**src/rtl/alu_pkg.sv**
```systemverilog
// Shared definitions for the ALU datapath and the alu_arbiter sequencer.
// Contents:
//   - opcode constants understood by alu
//   - ALU_SEL_MAX, the highest legal opcode
//   - arbiter FSM state encoding
//   - sel_legal(), a helper that classifies an opcode as legal or illegal
package alu_pkg;

    localparam logic [3:0] ALU_ADD     = 4'd0;
    localparam logic [3:0] ALU_SUB     = 4'd1;
    localparam logic [3:0] ALU_AND     = 4'd2;
    localparam logic [3:0] ALU_OR      = 4'd3;
    localparam logic [3:0] ALU_XOR     = 4'd4;
    localparam logic [3:0] ALU_NAND    = 4'd5;
    localparam logic [3:0] ALU_NOR     = 4'd6;
    localparam logic [3:0] ALU_MIN_U   = 4'd7;
    localparam logic [3:0] ALU_MIN_S   = 4'd8;
    localparam logic [3:0] ALU_SEL_MAX = 4'd8;

    typedef enum logic [1:0] {
        ST_IDLE = 2'd0,
        ST_EXEC = 2'd1,
        ST_RESP = 2'd2
    } arb_state_t;

    function automatic logic sel_legal(input logic [3:0] sel);
        return sel <= ALU_SEL_MAX;
    endfunction

endpackage

```
**src/rtl/alu_arbiter_if.sv**
```systemverilog
// Request/response bundle between the requesters, the result consumer and
// alu_arbiter. Each requester's operands and opcode are packed side by side:
// requester i uses req_in1/req_in2[i*WIDTH +: WIDTH] and req_sel[i*4 +: 4].
//   master : requester/consumer side (drives requests and rsp_ready)
//   slave  : arbiter side (drives req_ready and the response)
interface alu_arbiter_if #(
    parameter int WIDTH = 32,
    parameter int NREQ  = 4
);
    localparam int IDW = $clog2(NREQ);

    logic [NREQ-1:0]       req_valid;
    logic [NREQ-1:0]       req_ready;
    logic [NREQ*WIDTH-1:0] req_in1;
    logic [NREQ*WIDTH-1:0] req_in2;
    logic [NREQ*4-1:0]     req_sel;
    logic                  rsp_valid;
    logic                  rsp_ready;
    logic [IDW-1:0]        rsp_id;
    logic [WIDTH-1:0]      rsp_out;
    logic                  rsp_err;

    modport master (
        output req_valid, req_in1, req_in2, req_sel, rsp_ready,
        input  req_ready, rsp_valid, rsp_id, rsp_out, rsp_err
    );

    modport slave (
        input  req_valid, req_in1, req_in2, req_sel, rsp_ready,
        output req_ready, rsp_valid, rsp_id, rsp_out, rsp_err
    );

endinterface

```
**src/rtl/alu.sv**
```systemverilog
// Combinational ALU datapath shared by the arbiter's requesters.
// Ports:
//   in1, in2 : WIDTH-bit operands
//   sel      : opcode (see alu_pkg); 9..15 are illegal and yield zero
//   out      : WIDTH-bit result, arithmetic modulo 2^WIDTH
module alu
    import alu_pkg::*;
#(
    parameter int WIDTH = 32
) (
    input  logic [WIDTH-1:0] in1,
    input  logic [WIDTH-1:0] in2,
    input  logic [3:0]       sel,
    output logic [WIDTH-1:0] out
);

    always_comb begin
        out = '0;
        case (sel)
            ALU_ADD:   out = in1 + in2;
            ALU_SUB:   out = in1 - in2;
            ALU_AND:   out = in1 & in2;
            ALU_OR:    out = in1 | in2;
            ALU_XOR:   out = in1 ^ in2;
            ALU_NAND:  out = ~(in1 & in2);
            ALU_NOR:   out = ~(in1 | in2);
            ALU_MIN_U: out = (in1 < in2) ? in1 : in2;
            ALU_MIN_S: out = ($signed(in1) < $signed(in2)) ? in1 : in2;
            default:   out = '0;
        endcase
    end

endmodule

```
**src/rtl/rr_picker.sv**
```systemverilog
// Combinational round-robin picker: finds the first set bit of req searching
// upward from ptr with wrap-around.
// Ports:
//   req     : request vector
//   ptr     : highest-priority index for this pick
//   gnt     : one-hot grant (zero when nothing requested)
//   gnt_idx : binary index of the granted bit
//   any     : at least one request present
module rr_picker #(
    parameter  int NREQ = 4,
    localparam int IDW  = $clog2(NREQ)
) (
    input  logic [NREQ-1:0] req,
    input  logic [IDW-1:0]  ptr,
    output logic [NREQ-1:0] gnt,
    output logic [IDW-1:0]  gnt_idx,
    output logic            any
);

    int j;

    always_comb begin
        gnt     = '0;
        gnt_idx = '0;
        any     = 1'b0;
        j       = 0;
        for (int k = 0; k < NREQ; k++) begin
            // Wrap by subtraction so non-power-of-two NREQ works.
            j = int'(ptr) + k;
            if (j >= NREQ) begin
                j = j - NREQ;
            end
            if (!any && req[j]) begin
                gnt[j]  = 1'b1;
                gnt_idx = IDW'(j);
                any     = 1'b1;
            end
        end
    end

endmodule

```
**src/rtl/alu_arbiter.sv**
```systemverilog
// Round-robin arbiter/sequencer sharing one alu between NREQ requesters.
// A granted request's operands are latched, evaluated for one cycle, and the
// result is held tagged with the requester index until the consumer accepts.
// Ports:
//   clk   : clock, all state on the rising edge
//   rst_n : asynchronous active-low reset
//   bus   : alu_arbiter_if slave (requests in, grant and response out)
//
// state   | meaning
// --------+-------------------------------------------
// ST_IDLE | accepting requests, req_ready may be set
// ST_EXEC | alu evaluating latched operands
// ST_RESP | result held until rsp_ready
module alu_arbiter
    import alu_pkg::*;
#(
    parameter int WIDTH = 32,
    parameter int NREQ  = 4
) (
    input  logic          clk,
    input  logic          rst_n,
    alu_arbiter_if.slave  bus
);

    localparam int IDW = $clog2(NREQ);

    arb_state_t       state;
    arb_state_t       state_nxt;
    logic [IDW-1:0]   rr_ptr;
    logic [IDW-1:0]   tag;
    logic [NREQ-1:0]  gnt;
    logic [IDW-1:0]   gnt_idx;
    logic             any;
    logic             accept;
    logic [WIDTH-1:0] op1;
    logic [WIDTH-1:0] op2;
    logic [3:0]       op_sel;
    logic [WIDTH-1:0] alu_out;
    logic [WIDTH-1:0] rsp_out_q;
    logic             rsp_err_q;

    rr_picker #(.NREQ(NREQ)) u_picker (
        .req     (bus.req_valid),
        .ptr     (rr_ptr),
        .gnt     (gnt),
        .gnt_idx (gnt_idx),
        .any     (any)
    );

    alu #(.WIDTH(WIDTH)) u_alu (
        .in1 (op1),
        .in2 (op2),
        .sel (op_sel),
        .out (alu_out)
    );

    assign accept = (state == ST_IDLE) && any;

    always_ff @(posedge clk or negedge rst_n) begin
        if (!rst_n) begin
            state <= ST_IDLE;
        end else begin
            state <= state_nxt;
        end
    end

    always_comb begin
        state_nxt = state;
        case (state)
            ST_IDLE: if (any) state_nxt = ST_EXEC;
            ST_EXEC: state_nxt = ST_RESP;
            ST_RESP: if (bus.rsp_ready) state_nxt = ST_IDLE;
            default: state_nxt = ST_IDLE;
        endcase
    end

    always_ff @(posedge clk or negedge rst_n) begin
        if (!rst_n) begin
            rr_ptr    <= '0;
            tag       <= '0;
            op1       <= '0;
            op2       <= '0;
            op_sel    <= '0;
            rsp_out_q <= '0;
            rsp_err_q <= 1'b0;
        end else begin
            if (accept) begin
                op1    <= bus.req_in1[int'(gnt_idx)*WIDTH +: WIDTH];
                op2    <= bus.req_in2[int'(gnt_idx)*WIDTH +: WIDTH];
                op_sel <= bus.req_sel[int'(gnt_idx)*4 +: 4];
                tag    <= gnt_idx;
                rr_ptr <= (gnt_idx == IDW'(NREQ - 1)) ? '0 : gnt_idx + IDW'(1);
            end
            if (state == ST_EXEC) begin
                // Illegal opcodes report an error with a clean zero result.
                if (sel_legal(op_sel)) begin
                    rsp_out_q <= alu_out;
                    rsp_err_q <= 1'b0;
                end else begin
                    rsp_out_q <= '0;
                    rsp_err_q <= 1'b1;
                end
            end
        end
    end

    // Grant only in IDLE and never while reset is held; no rsp_ready path.
    assign bus.req_ready = (state == ST_IDLE && rst_n) ? gnt : '0;
    assign bus.rsp_valid = (state == ST_RESP);
    assign bus.rsp_id    = tag;
    assign bus.rsp_out   = rsp_out_q;
    assign bus.rsp_err   = rsp_err_q;

endmodule

```
**src/flat_wrapper.sv**
```systemverilog
// flat-port wrapper written by rule: the top's interface ports become plain ports
module alu_arbiter_flat import alu_pkg::*;
#(
    parameter int WIDTH = 32,
    parameter int NREQ  = 4
)
  (clk, rst_n, bus_req_valid, bus_req_in1, bus_req_in2, bus_req_sel, bus_rsp_ready, bus_req_ready, bus_rsp_valid, bus_rsp_id, bus_rsp_out, bus_rsp_err);
  alu_arbiter_if #(.WIDTH(WIDTH), .NREQ(NREQ)) bus_i ();
  input  logic clk;
  input  logic rst_n;
  input wire logic [$bits(bus_i.req_valid)-1:0] bus_req_valid;
  input wire logic [$bits(bus_i.req_in1)-1:0] bus_req_in1;
  input wire logic [$bits(bus_i.req_in2)-1:0] bus_req_in2;
  input wire logic [$bits(bus_i.req_sel)-1:0] bus_req_sel;
  input wire logic [$bits(bus_i.rsp_ready)-1:0] bus_rsp_ready;
  output wire logic [$bits(bus_i.req_ready)-1:0] bus_req_ready;
  output wire logic [$bits(bus_i.rsp_valid)-1:0] bus_rsp_valid;
  output wire logic [$bits(bus_i.rsp_id)-1:0] bus_rsp_id;
  output wire logic [$bits(bus_i.rsp_out)-1:0] bus_rsp_out;
  output wire logic [$bits(bus_i.rsp_err)-1:0] bus_rsp_err;
  assign bus_i.req_valid = bus_req_valid;
  assign bus_i.req_in1 = bus_req_in1;
  assign bus_i.req_in2 = bus_req_in2;
  assign bus_i.req_sel = bus_req_sel;
  assign bus_i.rsp_ready = bus_rsp_ready;
  assign bus_req_ready = bus_i.req_ready;
  assign bus_rsp_valid = bus_i.rsp_valid;
  assign bus_rsp_id = bus_i.rsp_id;
  assign bus_rsp_out = bus_i.rsp_out;
  assign bus_rsp_err = bus_i.rsp_err;
  alu_arbiter #(.WIDTH(WIDTH), .NREQ(NREQ)) u_core (.clk(clk), .rst_n(rst_n), .bus(bus_i));
endmodule
```
**config.mk**
```make
export PLATFORM = sky130hd
export DESIGN_NAME = alu_arbiter_flat
export DESIGN_NICKNAME = d
export VERILOG_FILES = /design/src/rtl/alu_pkg.sv /design/src/rtl/alu_arbiter_if.sv /design/src/rtl/alu.sv /design/src/rtl/rr_picker.sv /design/src/rtl/alu_arbiter.sv /design/src/flat_wrapper.sv
export SDC_FILE = /design/constraint.sdc
export NUM_CORES = 1
export LEC_CHECK = 0
export ABC_CLOCK_PERIOD_IN_PS = 3000
export CORE_ASPECT_RATIO = 0.9
export CORE_UTILIZATION = 25
export DETAILED_ROUTE_END_ITERATION = 7
export DONT_BUFFER_PORTS = 1
export MAX_ROUTING_LAYER = met4
export PLACE_DENSITY = 0.38
export SYNTH_ARGS = -nofsm -noshare
export SYNTH_HDL_FRONTEND = slang
export SYNTH_SLANG_ARGS = --single-unit
```
**constraint.sdc**
```tcl
create_clock -name clk -period 3 [get_ports clk]
set_input_delay 0 -clock clk [delete_from_list [all_inputs] [get_ports clk]]
set_output_delay 0 -clock clk [all_outputs]
set_load 0.05 [all_outputs]
```
==> impl_metrics.csv, run 1 <==
group,metric,value,unit
status,status,"finished, violations left",
status,violations,"negative hold slack, negative setup slack",
finish,drive_above_1_share,27.75,%
floorplan,dieArea,0.05368,mm²
grt,grt_pass1_wl,108800,µm
detailed_routing,first_pass_iters,6,
worst_setup_path,cp_cell_sequence,"ha_2 > fa_2 > a211oi_4 > o21ai_2 > a32oi_2 > a21oi_2 > o41ai_2 > buf_4 > xnor2_2 > a221oi_2 > o21ai_1 > a221o_1",
floorplan,initial_core_util,25.42,%
clock_tree,htree_levels,3,
finish,antennaDiodeCount,0,
place,hpwl,56850,µm
finish,fin_nets,2860,
place,gp_congestion,0.9603,
clock_tree,clk_pin_slew,90,ps
worst_setup_path,startpoint,"u_core.op1[0]$_DFFE_PN0P_",
timing,rsz0062_at_grt,"true",
floorplan,core_area,0.05189,mm²
place,port_buffers,0,
timing,worstMarginPinSlew,873.3,ps
flow_run,drv_cap,0,
yosys,yosys_warnings,0,
detailed_routing,wl_per_cell,23.98,µm
yosys,synthMostInstantiatedCell,"nand2_1",
yosys,synth-seq-area-share,20.30,%
floorplan,die_h,219.9,µm
finish,fin_util,39.27,%
timing,worst_slack,-310.4,ps
clock_tree,cts.sinks,107,
detailed_routing,drtAntennaViolNets,0,
grt,grt_pass1_vias,16400,
yosys,ys_ff_latch,107,
worst_setup_path,startpoint_type,"flip-flop",
timing,max_freq,0.3021,GHz
detailed_routing,drc,0,
timing,fin_skew,16.75,ps
yosys,syn_area,0.01319,mm²
worst_setup_path,r2r_start,"u_core.op1[0]$_DFFE_PN0P_",
timing,hold_viol,4,
clock_tree,cts_inserted_buffers,9,
grt,grt_usage,28.08,%
yosys,syn_nets,2315,
yosys,synth_ff_type,"dfrtp_1",
clock_tree,root_buffer,"clkbuf_16",
yosys,synth_top_area_share,20.30,%
grt,grt_overflow,0,
yosys,syn-instance-count,1933,
timing,relSlewSlack,41.78,%
clock_tree,cts_buffer_depth,2,
grt,antenna_found_initial,0,
worst_setup_path,slowest_stage,"dfrtp_1",
worst_hold_path,min_from,"bus_req_in1[50]",
yosys,synth_common_cells,"nand2_1 (445), a21oi_1 (167), nor2_1 (154)",
clock_tree,clock_latency,410,ps
worst_setup_path,max_stage_delay,410,ps
finish,final_cells,3171,
detailed_routing,vias_per_cell,5.450,
yosys,avgSynthCellArea,6.824,µm²
grt,grt_max_degree,108,
yosys,synth_edf_count,0,
yosys,synth_cell_types,85,
worst_setup_path,critPathArrivalTime,3610,ps
floorplan,num_rows,79,
worst_setup_path,crit_required,3300,ps
worst_setup_path,critPathKind,"flip-flop to flip-flop",
finish,nFillCells,5325,
timing,finalMaxSlewViolations,0,
timing,holdWs,-12.43,ps
yosys,synth_top_area_cell,"dfrtp_1",
detailed_routing,first_iter_violations,1802,
detailed_routing,num_vias,17280,
detailed_routing,wl,76040,µm
floorplan,ios,319,
place,place_inst,2927,
timing,setup_viol,32,
yosys,async_reset_ff_share,100.0,%
timing,period_share,110.3,%
yosys,ys_top_cells_by_area,"dfrtp_1 (20%), nand2_1 (13%), ha_1 (9.6%), a21oi_1 (6.3%), o211ai_1 (5.0%)",
timing,min_period,3310,ps
clock_tree,cts_tree,"yes",
worst_setup_path,path_max_fanout,3,
worst_setup_path,endpoint_kind,"flip-flop",
worst_hold_path,hp-class,"input port to flip-flop",
place,pre_cts_ws,-581.8,ps
finish,area.growth.synth_to_final,54.52,%
floorplan,die_w,244.1,µm
==> cell usage in the layout (no fill, tap or decap), types with 85 or more instances in the layout <==
| cell type | instances |
|---|---|
| ha_1 | 85 |
| dfrtp_1 | 106 |
| nor2_1 | 134 |
| dlygate4sd3_1 | 172 |
| o21ai_1 | 90 |
| buf_4 | 460 |
| o211ai_1 | 87 |
| nand2_1 | 444 |
| a21oi_1 | 140 |
| inv_1 | 88 |
==> path summary, 6_finish.rpt <==
check | to | depth (start not counted) | slack [ps]
worst max-delay path | u_core.bus.rsp_out[24]$_DFFE_PN0N_ | 12 | -310
worst min-delay path | u_core.op1[18]$_DFFE_PN0P_ | 4 | -10
worst max register to register | u_core.bus.rsp_out[24]$_DFFE_PN0N_ | 12 | -310
worst min register to register | u_core.rr_ptr[1]$_DFFE_PN0P_ | 2 | 550
max in group asynchronous | u_core.op1[25]$_DFFE_PN0P_ | 2 | 2230
min in group asynchronous | u_core.op2[12]$_DFFE_PN0P_ | 2 | 260
==> flip-flops by register name (all words and copies together), names as in the netlist, named ones only <==
| register | flops |
|---|---|
| u_core.bus.rsp_err | 1 |
| u_core.op1 | 32 |
| u_core.bus.rsp_id | 2 |
| u_core.bus.rsp_out | 32 |
| u_core.op2 | 32 |
| u_core.state | 2 |
| u_core.op_sel | 4 |
| u_core.rr_ptr | 1 |
==> timing repair <==
| action | in CTS | in global routing |
|---|---|---|
| pin swaps | 36 | 44 |
| hold buffers | 173 | 0 |
| hold endpoints to repair | 157 | 0 |
| gates resized for setup | 97 | 78 |
| gates cloned | 6 | 3 |
| setup endpoints to repair | 33 | 73 |
| buffers inserted | 25 | 24 |
==> cell type report <==
cell class	instances	area, µm²	area share, %
inverter	104	392.9	1.928
tap	688	860.8	4.224
clock buffer	11	242.7	1.191
timing repair buffer	679	6016	29.52
sequential	107	2679	13.14
multi-input combinational	1577	10150	49.82
clock inverter	5	36.28	0.1780
==> cells by family after synthesis <==
| group | after synthesis | synth area share [%] |
|---|---|---|
| adder cells (fa/ha/maj) | 103 | 9.884 |
| buffers and inverters | 249 | 7.921 |
| AO/OA/AOI/OAI | 623 | 31.25 |
| AND/OR/NAND/NOR | 781 | 25.07 |
| flip-flops | 107 | 20.30 |
| XOR/XNOR | 17 | 1.129 |
| multiplexers | 53 | 4.449 |
==> worst max-delay path: cells and delay by family (launching register included) <==
family          cells  cell delay, ps
fa+ha+maj           2             620
flops               1             410
buf+inv             1             210
xor+xnor            1              70
compound gates      8            1870
==> routing by layer <==
| layer | part of all wire (%) | GRT usage, % | vias up | wire length (µm) |
|---|---|---|---|---|
| met5 | 0 | - | - | 0 |
| met4 | 2.1 | 5.583 | 0 | 1608 |
| met3 | 7.5 | 4.640 | 122 | 5735 |
| met2 | 42 | 40.26 | 826 | 31930 |
| met1 | 48 | 40.89 | 8364 | 36770 |
| li1 | - | - | 7969 | - |
==> stage by stage <==
step                hold WS, ps  instance area [µm²]  setup TNS [ps]
finish                   -12.43                20380           -6075
global route              17.32                20380          -10920
CTS                       3.267                19850           -7064
detailed placement       -292.1                17050          -13310
global placement         -291.0                17050          -12120
floorplan                -295.6                13210          -35.49
Power of run 1 is left out: the tool's default activity adds up to more than one toggle a clock period on the data nets, which glitch-free logic cannot reach.
==> run 2, diff against run 1 <==
--- a/config.mk
+++ b/config.mk
@@ -7,6 +7,7 @@
 export LEC_CHECK = 0
 export ABC_CLOCK_PERIOD_IN_PS = 3000
 export CORE_ASPECT_RATIO = 0.9
+export CORE_MARGIN = 4
 export CORE_UTILIZATION = 25
 export DETAILED_ROUTE_END_ITERATION = 7
 export DONT_BUFFER_PORTS = 1
==> constraint.sdc (replaced) <==
create_clock -name clk -period 3 [get_ports clk]
set_input_delay 0.3 -clock clk [delete_from_list [all_inputs] [get_ports clk]]
set_output_delay 0.3 -clock clk [all_outputs]
set_load 0.05 [all_outputs]
==> run 2 against run 1 <==
Against the previous run: the run ends with negative setup slack left; critical path depth unchanged; cell count decreased by 5.7%; register-to-register slack got worse by 50 ps; via count decreased by 6.3%; worst hold slack improved by 170 ps; die area increased by 5.3%.
==> impl_metrics.csv, run 2 (synthesized netlist as in run 1, its figures left out) <==
group,metric,value,unit
status,status,"finished, violations left",
status,violations,"negative setup slack",
timing,setup_viol,32,
clock_tree,cts_inserted_buffers,9,
timing,fin_skew,17.02,ps
worst_setup_path,r2r_end,"u_core.bus.rsp_out[20]$_DFFE_PN0N_",
clock_tree,htree_levels,3,
grt,use_met2,34.43,%
grt,grt_pass1_wl,101300,µm
worst_setup_path,endpoint_kind,"flip-flop",
grt,grtUsageMet3,4.226,%
detailed_routing,wl_per_cell,23.94,µm
finish,multi_input_area,0.009937,mm²
place,gp_congestion,0.9613,
flow_run,drv_cap,0,
worst_setup_path,reg2reg_depth,12,
clock_tree,root_buffer,"clkbuf_16",
timing,worst_slack,-357.8,ps
finish,drive_above_1_share,27.32,%
clock_tree,clk_pin_slew,80,ps
finish,area.growth.synth_to_final,39.09,%
floorplan,core_area,0.05199,mm²
timing,rsz0062_at_grt,"true",
worst_setup_path,critPathKind,"flip-flop to flip-flop",
worst_setup_path,path_max_fanout,4,
detailed_routing,drc,0,
detailed_routing,first_iter_violations,1512,
timing,holdWs,158.1,ps
timing,final.setup.tns,-8721,ps
finish,final_cell_mix,"buf_4 (455), nand2_1 (442), a21oi_1 (154)",
timing,min_period,3358,ps
floorplan,initial_core_util,25.37,%
grt,antenna_found_initial,1,
worst_hold_path,hp-class,"input port to flip-flop",
worst_setup_path,path_buf_inv,1,
clock_tree,cts_tree,"yes",
finish,final_cells,2991,
detailed_routing,wl,71590,µm
worst_setup_path,critPathArrivalTime,3620,ps
grt,grt_overflow,0,
finish,final_common_cell,"buf_4",
worst_setup_path,r2r_start,"u_core.op2[0]$_DFFE_PN0P_",
worst_setup_path,critPathTopFamily,"compound AO/OA/AOI/OAI gates",
grt,met1_usage,36.18,%
floorplan,dieArea,0.05650,mm²
timing,worstMarginPinSlew,652.7,ps
timing,relSlewSlack,56.49,%
floorplan,die_h,225.9,µm
floorplan,die_w,250.1,µm
grt,grt_pass1_vias,15370,
clock_tree,cts.sinks,107,
worst_setup_path,slowest_stage,"dfrtp_1",
worst_setup_path,rrSetupSlack,-360,ps
place,place_inst,2923,
finish,fin_util,35.29,%
detailed_routing,num_vias,16200,
grt,grt.busiest_layer,"met1",
clock_tree,clock_latency,400,ps
worst_setup_path,cp_cell_sequence,"ha_4 > fa_2 > o21bai_4 > o2111ai_4 > a2111oi_4 > nor3_4 > buf_4 > o311ai_2 > a21oi_1 > mux2_2 > a221oi_2 > o221ai_1",
place,port_buffers,0,
floorplan,num_rows,79,
detailed_routing,first_pass_iters,6,
worst_setup_path,crit_required,3260,ps
finish,seq_area,0.002679,mm²
finish,fin_nets,2679,
timing,max_freq,0.2978,GHz
finish,nFillCells,5631,
timing,period_share,111.9,%
floorplan,ios,319,
worst_hold_path,whs_endpoint,"u_core.op1[2]$_DFFE_PN0P_",
worst_hold_path,min_from,"bus_req_in1[34]",
place,hpwl,56010,µm
worst_setup_path,max_stage_delay,420,ps
detailed_routing,vias_per_cell,5.416,
detailed_routing,drtAntennaViolNets,0,
timing,hold_viol,0,
timing,finalMaxSlewViolations,0,
grt,grt_usage,24.27,%
grt,grt_max_degree,108,
worst_hold_path,min_path_cells,4,
clock_tree,cts_buffer_depth,2,
worst_setup_path,startpoint_type,"flip-flop",
run 2: layer usage:
layer  vias to the layer above  routed length [µm]
li1                       7619                   -
met1                      7865               35070
met2                       649               30220
met3                        65                5026
met4                         0                1264
met5                         -                   0
run 2: worst reg2reg max path, stage by stage, from the launching register on:
cell and delay, ps:
dfrtp_1 420, ha_4 180, fa_2 390, o21bai_4 210
o2111ai_4 180, a2111oi_4 410, nor3_4 120, buf_4 160
o311ai_2 400, a21oi_1 120, mux2_2 280, a221oi_2 210
o221ai_1 150
run 2: cell type report:
class                   count  share of cell area [%]
inverters                 104                   2.141
clock inverters             6                  0.3751
multi-input cells        1578                   54.16
diodes                      1                 0.01364
well taps                 688                   4.692
clock buffers              10                   1.248
repair buffers            497                   22.76
flip-flops and latches    107                   14.60
run 2: through the flow:
step                      instance area (µm²)  worst slack, ps
after global placement                  17030           -521.3
final                                   18350           -357.8
after detailed placement                17030           -562.4
after floorplan                         13220           -16.13
after global routing                    18340           -529.2
after CTS                               17660           -427.2
run 2: what timing repair did:
item,in CTS,in global routing
setup endpoints to repair,35,77
cloned,2,7
buffers inserted,15,25
hold endpoints to repair,108,0
hold buffers,3,0
pin swaps,20,51
gates resized for setup,28,73
run 2: worst max path at each step:
stage / cells past startpoint / endpoint / start
6_report: 12 / u_core.bus.rsp_out[20]$_DFFE_PN0N_ / u_core.op2[0]$_DFFE_PN0P_
3_5_place_dp: 14 / u_core.bus.rsp_out[14]$_DFFE_PN0N_ / u_core.op1[0]$_DFFE_PN0P_
3_3_place_gp: 13 / u_core.bus.rsp_out[20]$_DFFE_PN0N_ / u_core.op1[0]$_DFFE_PN0P_
5_1_grt: 14 / u_core.bus.rsp_out[20]$_DFFE_PN0N_ / u_core.op1[0]$_DFFE_PN0P_
4_1_cts: 15 / u_core.bus.rsp_out[20]$_DFFE_PN0N_ / u_core.op1[0]$_DFFE_PN0P_
2_1_floorplan: 12 / u_core.bus.rsp_out[14]$_DFFE_PN0N_ / u_core.op2[0]$_DFFE_PN0P_
Power of run 2 is left out for the same reason.
